===== src/rtl/pc_redirect_unit_if.sv =====
`default_nettype none
// ---------------------------------------------------------------------------
// pc_redirect_unit_if : fetch-side branch-resolution / PC bundle
// Rev 1.0
// ---------------------------------------------------------------------------
interface pc_redirect_unit_if #(
  parameter int CNT_WIDTH = 16
);
  logic                 BRANCH_SELECT;
  logic [31:0]          TARGET_ADDRESS;
  logic                 STALL;
  logic                 IMEM_BUSY;
  logic [31:0]          PC;
  logic [31:0]          PC_PLUS4;
  logic                 FETCH_VALID;
  logic                 IF_ID_FLUSH;
  logic                 ID_EX_FLUSH;
  logic                 REDIRECT_PENDING;
  logic                 MISALIGNED;
  logic [CNT_WIDTH-1:0] REDIRECT_COUNT;

  // master = pipeline/memory side, slave = the redirect unit
  modport master (
    output BRANCH_SELECT, TARGET_ADDRESS, STALL, IMEM_BUSY,
    input  PC, PC_PLUS4, FETCH_VALID, IF_ID_FLUSH, ID_EX_FLUSH,
           REDIRECT_PENDING, MISALIGNED, REDIRECT_COUNT
  );

  modport slave (
    input  BRANCH_SELECT, TARGET_ADDRESS, STALL, IMEM_BUSY,
    output PC, PC_PLUS4, FETCH_VALID, IF_ID_FLUSH, ID_EX_FLUSH,
           REDIRECT_PENDING, MISALIGNED, REDIRECT_COUNT
  );
endinterface
`default_nettype wire


===== src/rtl/pc_redirect_unit.sv =====
`default_nettype none
// ---------------------------------------------------------------------------
// pc_redirect_unit : PC owner; applies EX-stage redirects, tolerates slow IMEM
// Rev 1.0
// ---------------------------------------------------------------------------
module pc_redirect_unit #(
  parameter logic [31:0] RESET_PC  = 32'h0000_0000,
  parameter int          CNT_WIDTH = 16
) (
  input  logic               CLK,
  input  logic               RESET,
  pc_redirect_unit_if.slave  bus
);

  typedef enum logic [1:0] {
    ST_RUN      = 2'd0,
    ST_WAIT_MEM = 2'd1,
    ST_REDIRECT = 2'd2
  } state_t;

  state_t               state_q, state_d;
  logic [31:0]          pc_q, pc_d;
  logic [31:0]          pend_q, pend_d;
  logic [CNT_WIDTH-1:0] cnt_q, cnt_d;

  logic [31:0] tgt_aligned;
  logic [31:0] pc_plus4;
  logic        fetch_valid;
  logic        br;
  logic        busy;

  assign br          = bus.BRANCH_SELECT;
  assign busy        = bus.IMEM_BUSY;
  assign tgt_aligned = {bus.TARGET_ADDRESS[31:2], 2'b00};
  assign pc_plus4    = pc_q + 32'd4;

  always_ff @(posedge CLK) begin
    if (RESET) begin
      state_q <= ST_RUN;
      pc_q    <= RESET_PC;
      pend_q  <= 32'h0000_0000;
      cnt_q   <= '0;
    end else begin
      state_q <= state_d;
      pc_q    <= pc_d;
      pend_q  <= pend_d;
      cnt_q   <= cnt_d;
    end
  end

  always_comb begin
    state_d     = state_q;
    pc_d        = pc_q;
    pend_d      = pend_q;
    cnt_d       = cnt_q;
    fetch_valid = 1'b0;

    case (state_q)
      ST_RUN: begin
        fetch_valid = !busy && !br;
        if (br) begin
          if (!busy) begin
            pc_d = tgt_aligned;
          end else begin
            pend_d  = tgt_aligned;
            state_d = ST_REDIRECT;
          end
        end else if (busy) begin
          state_d = ST_WAIT_MEM;
        end else if (!bus.STALL) begin
          pc_d = pc_plus4;
        end
      end

      ST_WAIT_MEM: begin
        fetch_valid = !busy && !br;
        if (br) begin
          pend_d = tgt_aligned;
          if (busy) begin
            state_d = ST_REDIRECT;
          end else begin
            pc_d    = tgt_aligned;
            state_d = ST_RUN;
          end
        end else if (!busy) begin
          state_d = ST_RUN;
          if (!bus.STALL) pc_d = pc_plus4;
        end
      end

      ST_REDIRECT: begin
        // Stale fetch is dropped; a newer branch replaces the pending target.
        if (br) pend_d = tgt_aligned;
        if (!busy) begin
          pc_d    = br ? tgt_aligned : pend_q;
          state_d = ST_RUN;
        end
      end

      default: state_d = ST_RUN;
    endcase

    if (br && (cnt_q != {CNT_WIDTH{1'b1}})) cnt_d = cnt_q + CNT_WIDTH'(1);
  end

  assign bus.PC               = pc_q;
  assign bus.PC_PLUS4         = pc_plus4;
  assign bus.FETCH_VALID      = fetch_valid && !RESET;
  assign bus.IF_ID_FLUSH      = br && !RESET;
  assign bus.ID_EX_FLUSH      = br && !RESET;
  assign bus.REDIRECT_PENDING = (state_q == ST_REDIRECT) && !RESET;
  assign bus.MISALIGNED       = br && (bus.TARGET_ADDRESS[1:0] != 2'b00) && !RESET;
  assign bus.REDIRECT_COUNT   = cnt_q;

endmodule
`default_nettype wire


===== src/flat_wrapper.sv =====
// flat-port wrapper written by rule: the top's interface ports become plain ports
module pc_redirect_unit_flat 
#(
  parameter logic [31:0] RESET_PC  = 32'h0000_0000,
  parameter int          CNT_WIDTH = 16
)
  (CLK, RESET, bus_BRANCH_SELECT, bus_TARGET_ADDRESS, bus_STALL, bus_IMEM_BUSY, bus_PC, bus_PC_PLUS4, bus_FETCH_VALID, bus_IF_ID_FLUSH, bus_ID_EX_FLUSH, bus_REDIRECT_PENDING, bus_MISALIGNED, bus_REDIRECT_COUNT);
  pc_redirect_unit_if #(.CNT_WIDTH(CNT_WIDTH)) bus_i ();
  input  logic CLK;
  input  logic RESET;
  input wire logic [$bits(bus_i.BRANCH_SELECT)-1:0] bus_BRANCH_SELECT;
  input wire logic [$bits(bus_i.TARGET_ADDRESS)-1:0] bus_TARGET_ADDRESS;
  input wire logic [$bits(bus_i.STALL)-1:0] bus_STALL;
  input wire logic [$bits(bus_i.IMEM_BUSY)-1:0] bus_IMEM_BUSY;
  output wire logic [$bits(bus_i.PC)-1:0] bus_PC;
  output wire logic [$bits(bus_i.PC_PLUS4)-1:0] bus_PC_PLUS4;
  output wire logic [$bits(bus_i.FETCH_VALID)-1:0] bus_FETCH_VALID;
  output wire logic [$bits(bus_i.IF_ID_FLUSH)-1:0] bus_IF_ID_FLUSH;
  output wire logic [$bits(bus_i.ID_EX_FLUSH)-1:0] bus_ID_EX_FLUSH;
  output wire logic [$bits(bus_i.REDIRECT_PENDING)-1:0] bus_REDIRECT_PENDING;
  output wire logic [$bits(bus_i.MISALIGNED)-1:0] bus_MISALIGNED;
  output wire logic [$bits(bus_i.REDIRECT_COUNT)-1:0] bus_REDIRECT_COUNT;
  assign bus_i.BRANCH_SELECT = bus_BRANCH_SELECT;
  assign bus_i.TARGET_ADDRESS = bus_TARGET_ADDRESS;
  assign bus_i.STALL = bus_STALL;
  assign bus_i.IMEM_BUSY = bus_IMEM_BUSY;
  assign bus_PC = bus_i.PC;
  assign bus_PC_PLUS4 = bus_i.PC_PLUS4;
  assign bus_FETCH_VALID = bus_i.FETCH_VALID;
  assign bus_IF_ID_FLUSH = bus_i.IF_ID_FLUSH;
  assign bus_ID_EX_FLUSH = bus_i.ID_EX_FLUSH;
  assign bus_REDIRECT_PENDING = bus_i.REDIRECT_PENDING;
  assign bus_MISALIGNED = bus_i.MISALIGNED;
  assign bus_REDIRECT_COUNT = bus_i.REDIRECT_COUNT;
  pc_redirect_unit #(.RESET_PC(RESET_PC), .CNT_WIDTH(CNT_WIDTH)) u_core (.CLK(CLK), .RESET(RESET), .bus(bus_i));
endmodule

===== config.mk =====
export PLATFORM = sky130hd
export DESIGN_NAME = pc_redirect_unit_flat
export DESIGN_NICKNAME = d
export VERILOG_FILES = /design/src/rtl/pc_redirect_unit_if.sv /design/src/rtl/pc_redirect_unit.sv /design/src/flat_wrapper.sv
export SDC_FILE = /design/constraint.sdc
export NUM_CORES = 1
export LEC_CHECK = 0
export BUFFER_PORTS_ARGS = -buffer_cell sky130_fd_sc_hd__clkbuf_2
export CAP_MARGIN = 20
export CORE_MARGIN = 3
export CORE_UTILIZATION = 30
export DETAILED_ROUTE_END_ITERATION = 10
export GPL_TIMING_DRIVEN = 0
export PLACE_DENSITY_LB_ADDON = 0.3
export RECOVER_POWER = 25
export SLEW_MARGIN = 20
export SYNTH_ARGS = -nofsm -noshare
export SYNTH_HDL_FRONTEND = slang
export SYNTH_SLANG_ARGS = --single-unit

===== constraint.sdc =====
create_clock -name CLK -period 3.02 [get_ports CLK]
set_input_delay 0.453 -clock CLK [delete_from_list [all_inputs] [get_ports CLK]]
set_output_delay 0.453 -clock CLK [all_outputs]
set_load 0.01 [all_outputs]

Yosys cells after proc, flatten, opt, wreduce, memory -nomap -nowiden
Cells that the tools add are included.
{"block": "totals", "latch_bits": 0, "ram_bits": 0, "romBits": 0, "register_bits": 82, "elab_cells": 50, "mem_count": 0}
{"block": "op_classes", "muxes": 18, "eq_ne": 8, "div": 0, "bitwise_logic": 0, "n_addsub": 2, "order_cmp": 0, "n_reduce_logical": 18, "n_shift": 0, "mul": 0}
{"op": "32-bit two-way mux", "n": 8}
{"op": "32-bit one-hot mux with 2 select lines", "n": 2}
{"op": "32-bit by 3-bit adder with 32-bit output, second input constant", "n": 1}
{"op": "16-bit by 1-bit adder with 16-bit output, second input constant", "n": 1}
{"op": "16-bit inequality test, second input constant", "n": 1}
{"op": "2-bit two-way mux", "n": 6}
{"op": "2-bit inequality test, second input constant", "n": 4}
{"op": "1-bit logical AND", "n": 7}
{"op": "2-bit one-hot mux with 3 select lines", "n": 1}
{"op": "2-bit nonzero test", "n": 3}
{"op": "4-bit AND reduction", "n": 1}
{"op": "2-bit OR reduction", "n": 2}
{"op": "1-bit zero test", "n": 3}
{"op": "3-bit inequality test, second input constant", "n": 1}
{"op": "3-bit AND reduction", "n": 1}
{"op": "2-bit by 1-bit == test with 1-bit output, second input constant", "n": 1}
{"op": "2-bit == test, second input constant", "n": 1}
{"op": "2-bit zero test", "n": 1}
{"op": "1-bit two-way mux", "n": 1}

Longest topological paths before layout
Gate-level depths: netlist of the first run.
{"block": "logic_depth", "depth_word": 5, "depth_mapped": 10, "ltp_nobuf": 7}

Worst setup path before layout of the first run
No wires, ideal clock.
{"block": "synth_path", "path_kind": "flip-flop to output port", "startpoint": "register u_core.pc_q[3] (netlist: u_core.bus.PC[3])", "endpoint": "output bus_PC_PLUS4[28]", "required_time_ns": 2.567, "setup_slack_ns": 0.787, "n_path_buf": 1, "path_stages_with_launch": 8, "arrival_time_ns": 1.780, "cell_sequence": "dfxtp_1 -> ha_1 -> clkbuf_1 -> inv_1 -> nor4_4 -> nand3_1 -> nor2_1 -> xor2_1"}
{"block": "synth_via", "elab_chain_len": 1}
{"element": "from (decl)", "line": "pc_redirect_unit.sv:22", "text": "logic [31:0] pc_q, pc_d;"}
{"element": "from (signal assigned)", "line": "pc_redirect_unit.sv:45", "text": "pc_q <= pc_d;"}
{"element": "32-bit by 3-bit adder with 32-bit output", "line": "pc_redirect_unit.sv:35", "text": "assign pc_plus4 = pc_q + 32'd4;"}
{"element": "to (decl)", "line": "flat_wrapper.sv:16", "text": "output wire logic [$bits(bus_i.PC_PLUS4)-1:0] bus_PC_PLUS4;"}
No other way between the ends.

Final worst setup path of the first run
{"block": "layout_path", "startpoint": "register u_core.pc_q[5] (netlist: u_core.bus.PC[5])", "endpoint": "output bus_PC_PLUS4[14]"}
Same word-level chain as after synthesis.

==> results of run 1 <==
-- worst register-to-register path: stages (launching register included) --
cell and delay (ns):
dfxtp_1 0.43, ha_1 0.18, clkbuf_1 0.39, clkbuf_1 0.55, clkbuf_1 0.59, nand2_1 0.10
o21ai_0 0.27, a22oi_1 0.14, a31oi_1 0.13
-- worst max-delay path by stage --
stage                             end  slack, ns
global route        u_core.bus.PC[23]      0.005
floorplan            bus_PC_PLUS4[28]       0.79
detailed placement    bus_IF_ID_FLUSH       0.12
global placement      bus_IF_ID_FLUSH       0.11
finish               bus_PC_PLUS4[14]       0.17
CTS                  bus_PC_PLUS4[28]      0.008
-- routing by layer --
metal  vias to the layer above  GRT usage, %  routed length [um]
met3                        23          5.21                1430
met2                       201          31.5                7910
met5                         -             0                   0
li1                       2487             -                   -
met1                      2376          26.5                7780
met4                         0          5.08                 329
-- cell type report --
cell class / count / area, um2
well taps: 211 / 264
multi-input cells: 473 / 2860
flip-flops and latches: 82 / 1640
fillers: 1673 / 9440
plain buffers: 52 / 246
clock buffers: 9 / 225
clock inverters: 7 / 141
inverters: 19 / 71.3
repair buffers: 118 / 541
-- power groups by stage --
| stage | logic, mW | clock network [mW] | registers, mW |
|---|---|---|---|
| after floorplan | 0.385 | 0 | 1.27 |
| after global placement | 0.646 | 0 | 1.27 |
| after detailed placement | 0.650 | 0 | 1.28 |
| after CTS | 0.654 | 1.39 | 1.25 |
| after global routing | 0.711 | 1.43 | 1.26 |
| final | 0.648 | 1.38 | 1.25 |
-- repair_timing --
action / in CTS / in global routing
endpoints found under the setup margin: 1 / 6
hold buffers: 0 / 0
gates resized for setup: 1 / 5
-- stage by stage --
stage / hold slack (ns) / total power, mW / cell area [um2]
floorplan: 0.431 / 1.66 / 4800
global placement: 0.438 / 1.92 / 5660
detailed placement: 0.444 / 1.93 / 5660
CTS: 0.338 / 3.29 / 6030
global route: 0.344 / 3.40 / 5990
finish: 0.337 / 3.28 / 5990
-- synth_stat cells (5+ instances only) --
cell type / instances / area (um2)
o211ai_1: 11 / 82.6
xor2_1: 17 / 149
o22ai_1: 5 / 31.3
clkbuf_1: 38 / 143
o32ai_1: 6 / 52.6
a21oi_1: 60 / 300
a31oi_1: 8 / 50.1
buf_2: 6 / 30.0
nor3_1: 12 / 60.1
o21ai_0: 23 / 115
a211oi_1: 10 / 75.1
o21a_1: 6 / 45.0
mux2i_1: 9 / 90.1
nand2_1: 106 / 398
inv_1: 19 / 71.3
nand4_1: 12 / 75.1
dfxtp_1: 82 / 1640
nand2b_1: 5 / 31.3
nor2_1: 45 / 169
xnor2_1: 23 / 201
and4_1: 5 / 43.8
nand3_1: 25 / 125
and3_1: 12 / 75.1
ha_1: 6 / 75.1
-- state kept, by name, indices dropped and copies added (netlist names) --
signal and count:
u_core.bus.REDIRECT_COUNT 16, u_core.bus.PC 32, u_core.pend_q 32, u_core.state_q 2
-- cell families after synthesis --
family,synth area share [%]
and+or+nand+nor,26.4
AOI/OAI and AO/OA,21.7
DFF,34.2
buffers and inverters,6.56
xor gates and xnor gates,7.29
muxes,2.34
adders and majority gates,1.56
==> results_dict.tcl, run 1 <==
set metrics [dict create \
    grt_max_degree 15 \
    worstHoldPathType "in2reg" \
    setup.worst_path.start "u_core.bus.PC[5]" \
    dieArea_um2 17600 \
    final_util_pct 38.8 \
    synth.avg_cell_area_um2 7.68 \
    outcome "completed" \
    finalHoldViolCount 0 \
    io_buffers 118 \
    syn_to_final_growth_pct 24.7 \
    first_pass_iters 5 \
    cts_max_level 3 \
    required_ns 2.57 \
    drc 0 \
    synthArstFlopShare_pct 0 \
    design.core.area_um2 15400 \
    grt_pass1_vias 4810 \
    clock_path_buffers 2 \
    drt_iter0_markers 511 \
    combinationalPowerShare_pct 19.8 \
    rsz0062_at_grt "false" \
    cpLargestDelayFamily "simple AND/OR/NAND/NOR gates" \
    io_pins 122 \
    hold_path_depth 3 \
    cts_tree "built" \
    crit_fanout 7 \
    slew_viol_final 0 \
    ys_ff_latch 82 \
    power_density_nw_per_um2 547 \
    r2r_end "u_core.bus.PC[30]" \
    drive_above_1_share_pct 16.6 \
    layout_common_cells "nand2_1 (106), dfxtp_1 (82), clkbuf_2 (80), clkbuf_1 (76), a21oi_1 (60)" \
    critPathKind "reg2out" \
    place_ws_ns 0.120 \
    crit_cells 5 \
    synth_flop_cell "dfxtp_1" \
    drt_wl_total_um 17500 \
    gp_congestion 0.870 \
    dp_hpwl_um 13000 \
    die_w_um 133 \
    final_cell_count_no_fill 971 \
    grt_use_total_pct 19.7 \
    wl_per_cell_um 18.0 \
    tightest_slew_ns 0.760 \
    maxCapViolations 0 \
    mostFrequentLayoutCell "nand2_1" \
    ff2ff_setup_slack_ns 0.17 \
    start_util_pct 31.1 \
    slew_headroom_pct 49.3 \
    clock_skew_ns 0.00910 \
    p_seq_share_pct 38.2 \
    cp.arrival_ns 2.40 \
    clockRootBuffer "clkbuf_16" \
    p_leak_nw 2.32 \
    period_minus_slack_ns 2.85 \
    fin_crit_sh_pct 94.5 \
    yosysSeqAreaShare_pct 34.2 \
    antenna_found_initial 0 \
    path_buf_inv 1 \
    synth_cell_types 64 \
    tns_ns 0 \
    grt_overflow_total 0 \
    p_int_mw 2.29 \
    syn_inst 626 \
    clock_latency_ns 0.35 \
    cts_buffers 9 \
    antenna_left 0 \
    final.setup.worst_slack_ns 0.166 \
    yosysWarningCount 0 \
    grt_pass1_wl_um 27500 \
    r2r_cells 8 \
    clkPwrFrac_pct 42.0 \
    fmax_mhz 350 \
    clk_pin_slew_ns 0.07 \
    dp.cells 955 \
    crit_path_end_kind "primary output" \
    synth_edf_count 0 \
    antenna_cells 0 \
    min_from "bus_TARGET_ADDRESS[18]" \
    min_to "u_core.pend_q[18]" \
    startpoint_type "register" \
    crit_chain "nand4_1 -> nor3_1 -> nand3_1 -> xnor2_1 -> clkbuf_2" \
    cts_setup_buffers 0 \
    syn_nets 669 \
    num_vias 5087 \
    die_h_um 133 \
    setup_viol 0 \
    worst_path_max_delay_cell "nor3_1" \
    worst_path_largest_cell_delay_ns 0.62 \
    fin_nets 798 \
    via_per_inst 5.24 \
    ir_drop_mv 0.353 \
    swShare_pct 30.2 \
    r2r-start "u_core.state_q[1]" \
    post_synth_instance_area_um2 4800 \
    switching_power_uw 990 \
    rows 45 \
    clock_sink_count 82 \
]
(Power assumes the default switching activity.)
==> inputs of run 2 (changes only) <==
--- a/config.mk
+++ b/config.mk
@@ -11,7 +11,6 @@
 export CORE_UTILIZATION = 30
 export DETAILED_ROUTE_END_ITERATION = 10
 export GPL_TIMING_DRIVEN = 0
-export PLACE_DENSITY_LB_ADDON = 0.3
 export RECOVER_POWER = 25
 export SLEW_MARGIN = 20
 export SYNTH_ARGS = -nofsm -noshare
==> results_dict.tcl, run 2 (synthesized netlist as in run 1, its figures left out) <==
set metrics [dict create \
    ff2ff_setup_slack_ns 0.23 \
    p_int_mw 2.14 \
    drive_above_1_share_pct 16.5 \
    grt_pass1_vias 4734 \
    die_h_um 133 \
    design_area_um2 5940 \
    antenna_left 0 \
    clock_sink_count 82 \
    crit_chain "nand4_1 -> nor3_1 -> nand3_1 -> xnor2_1 -> clkbuf_2" \
    slew_viol_final 0 \
    combinationalPowerShare_pct 20.8 \
    regArea_um2 1640 \
    path_buf_inv 1 \
    startpoint_type "register" \
    rsz0062_at_grt "false" \
    finalHoldViolCount 0 \
    crit_fanout 8 \
    grt_max_degree 14 \
    die_w_um 133 \
    rows 45 \
    clock_skew_ns 0.00768 \
    grt_pass1_wl_um 26800 \
    power_density_nw_per_um2 524 \
    clock_latency_ns 0.34 \
    via_per_inst 5.29 \
    dp_hpwl_um 12800 \
    r2r_end "u_core.bus.PC[6]" \
    outcome "completed" \
    gp_congestion 0.875 \
    switching_power_uw 969 \
    r2r-start "u_core.state_q[1]" \
    clockRootBuffer "clkbuf_16" \
    min_to "u_core.pend_q[13]" \
    first_pass_iters 5 \
    setup_viol 0 \
    cp.arrival_ns 2.43 \
    antenna_found_initial 0 \
    worst_path_largest_cell_delay_ns 0.64 \
    cts_buffers 9 \
    slew_headroom_pct 53.0 \
    maxCapViolations 0 \
    fillers 1719 \
    p_seq_share_pct 40.3 \
    p_leak_nw 2.30 \
    cts_tree "built" \
    fin_crit_sh_pct 95.5 \
    worst_path_max_delay_cell "nor3_1" \
    mostFrequentLayoutCell "nand2_1" \
    cts_max_level 3 \
    grt_use_total_pct 19.2 \
    cpLargestDelayFamily "simple AND/OR/NAND/NOR gates" \
    syn_to_final_growth_pct 23.6 \
    clk_pin_slew_ns 0.06 \
    required_ns 2.57 \
    multi_input_area_um2 2860 \
    min_from "bus_TARGET_ADDRESS[13]" \
    fmax_mhz 347 \
    tns_ns 0 \
    hold_path_depth 3 \
    wl_per_cell_um 17.8 \
    io_pins 122 \
    clkPwrFrac_pct 38.9 \
    layout_common_cells "nand2_1 (106), dfxtp_1 (82), clkbuf_2 (80), clkbuf_1 (75), a21oi_1 (60)" \
    tightest_slew_ns 0.705 \
    drt_iter0_markers 518 \
    r2r_cells 9 \
    dieArea_um2 17600 \
    design.core.area_um2 15400 \
    swShare_pct 31.1 \
    drt_wl_total_um 17300 \
    grt_overflow_total 0 \
    period_minus_slack_ns 2.88 \
    fin_nets 797 \
    start_util_pct 31.1 \
    worstHoldPathType "in2reg" \
    drc 0 \
    critPathKind "reg2out" \
    ir_drop_mv 0.290 \
    antenna_cells 0 \
    num_vias 5135 \
    io_buffers 118 \
    clock_path_buffers 2 \
    placed_area_um2 5660 \
    crit_path_end_kind "primary output" \
]
[run 2: changes by cell type in the layout (fill, tap and decap cells not counted)]
cell and delta:
bufinv_16 -2, ha_1 -1, clkinv_2 +1, nand3_1 +1, clkinv_4 -1, buf_1 +1
clkbuf_1 -1, clkbuf_8 +1, nand3_2 -1, ha_2 +1
[run 2: cell type report]
type,instances,area share (%)
multi-input combinational,473,48.1
timing repair buffer,118,9.10
sequential,82,27.6
inverter,19,1.20
clock buffer,11,4.09
tap,211,4.44
buffer,51,4.09
clock inverter,5,1.31
[run 2: worst max-delay path by stage]
stage                                  from                    to  slack (ns)  cells after the start
after floorplan            u_core.bus.PC[3]      bus_PC_PLUS4[28]        0.79                      7
after global placement    bus_BRANCH_SELECT       bus_IF_ID_FLUSH        0.09                      7
after detailed placement  bus_BRANCH_SELECT       bus_IF_ID_FLUSH         0.1                      7
after CTS                  u_core.bus.PC[2]      bus_PC_PLUS4[14]       0.007                      7
after global routing      u_core.state_q[0]  bus_REDIRECT_PENDING       0.006                      7
final                      u_core.bus.PC[4]      bus_PC_PLUS4[14]        0.14                      5
[run 2: through the flow]
step	setup slack (ns)	total power, mW	hold WS [ns]	utilization [%]	instances
6_report	0.137	3.11	0.343	38.5	970
3_5_place_dp	0.0984	1.92	0.444	36.7	955
2_1_floorplan	0.787	1.66	0.431	-	626
5_1_grt	0.00584	3.24	0.348	38.5	970
4_1_cts	0.00694	3.12	0.338	38.8	971
3_3_place_gp	0.0927	1.92	0.437	36.7	955
[run 2: power groups by stage]
stage | Clock, mW | Combinational [mW] | Sequential (mW)
2_1_floorplan | 0 | 0.385 | 1.27
3_3_place_gp | 0 | 0.642 | 1.28
3_5_place_dp | 0 | 0.647 | 1.28
4_1_cts | 1.22 | 0.650 | 1.25
5_1_grt | 1.27 | 0.709 | 1.27
6_report | 1.21 | 0.647 | 1.25
[run 2: per-layer routing]
metal | share of wire (%) | wire length, um | global-route usage (%) | vias to the layer above
li1 | - | - | - | 2473
met1 | 44 | 7680 | 25.6 | 2402
met2 | 45 | 7750 | 29.8 | 232
met3 | 8.5 | 1470 | 5.32 | 28
met4 | 2.3 | 402 | 6.81 | 0
met5 | 0 | 0 | 0 | -
[run 2: tightest hold or removal path, stage by stage]
cell      delay [ns]
clkbuf_2        0.09
nand2_1         0.05
a21oi_1         0.05
[run 2: what timing repair did]
action,4_1_cts,5_1_grt
setup buffers,0,0
hold buffers,0,0
resized for setup,1,6
endpoints found under the setup margin,1,14
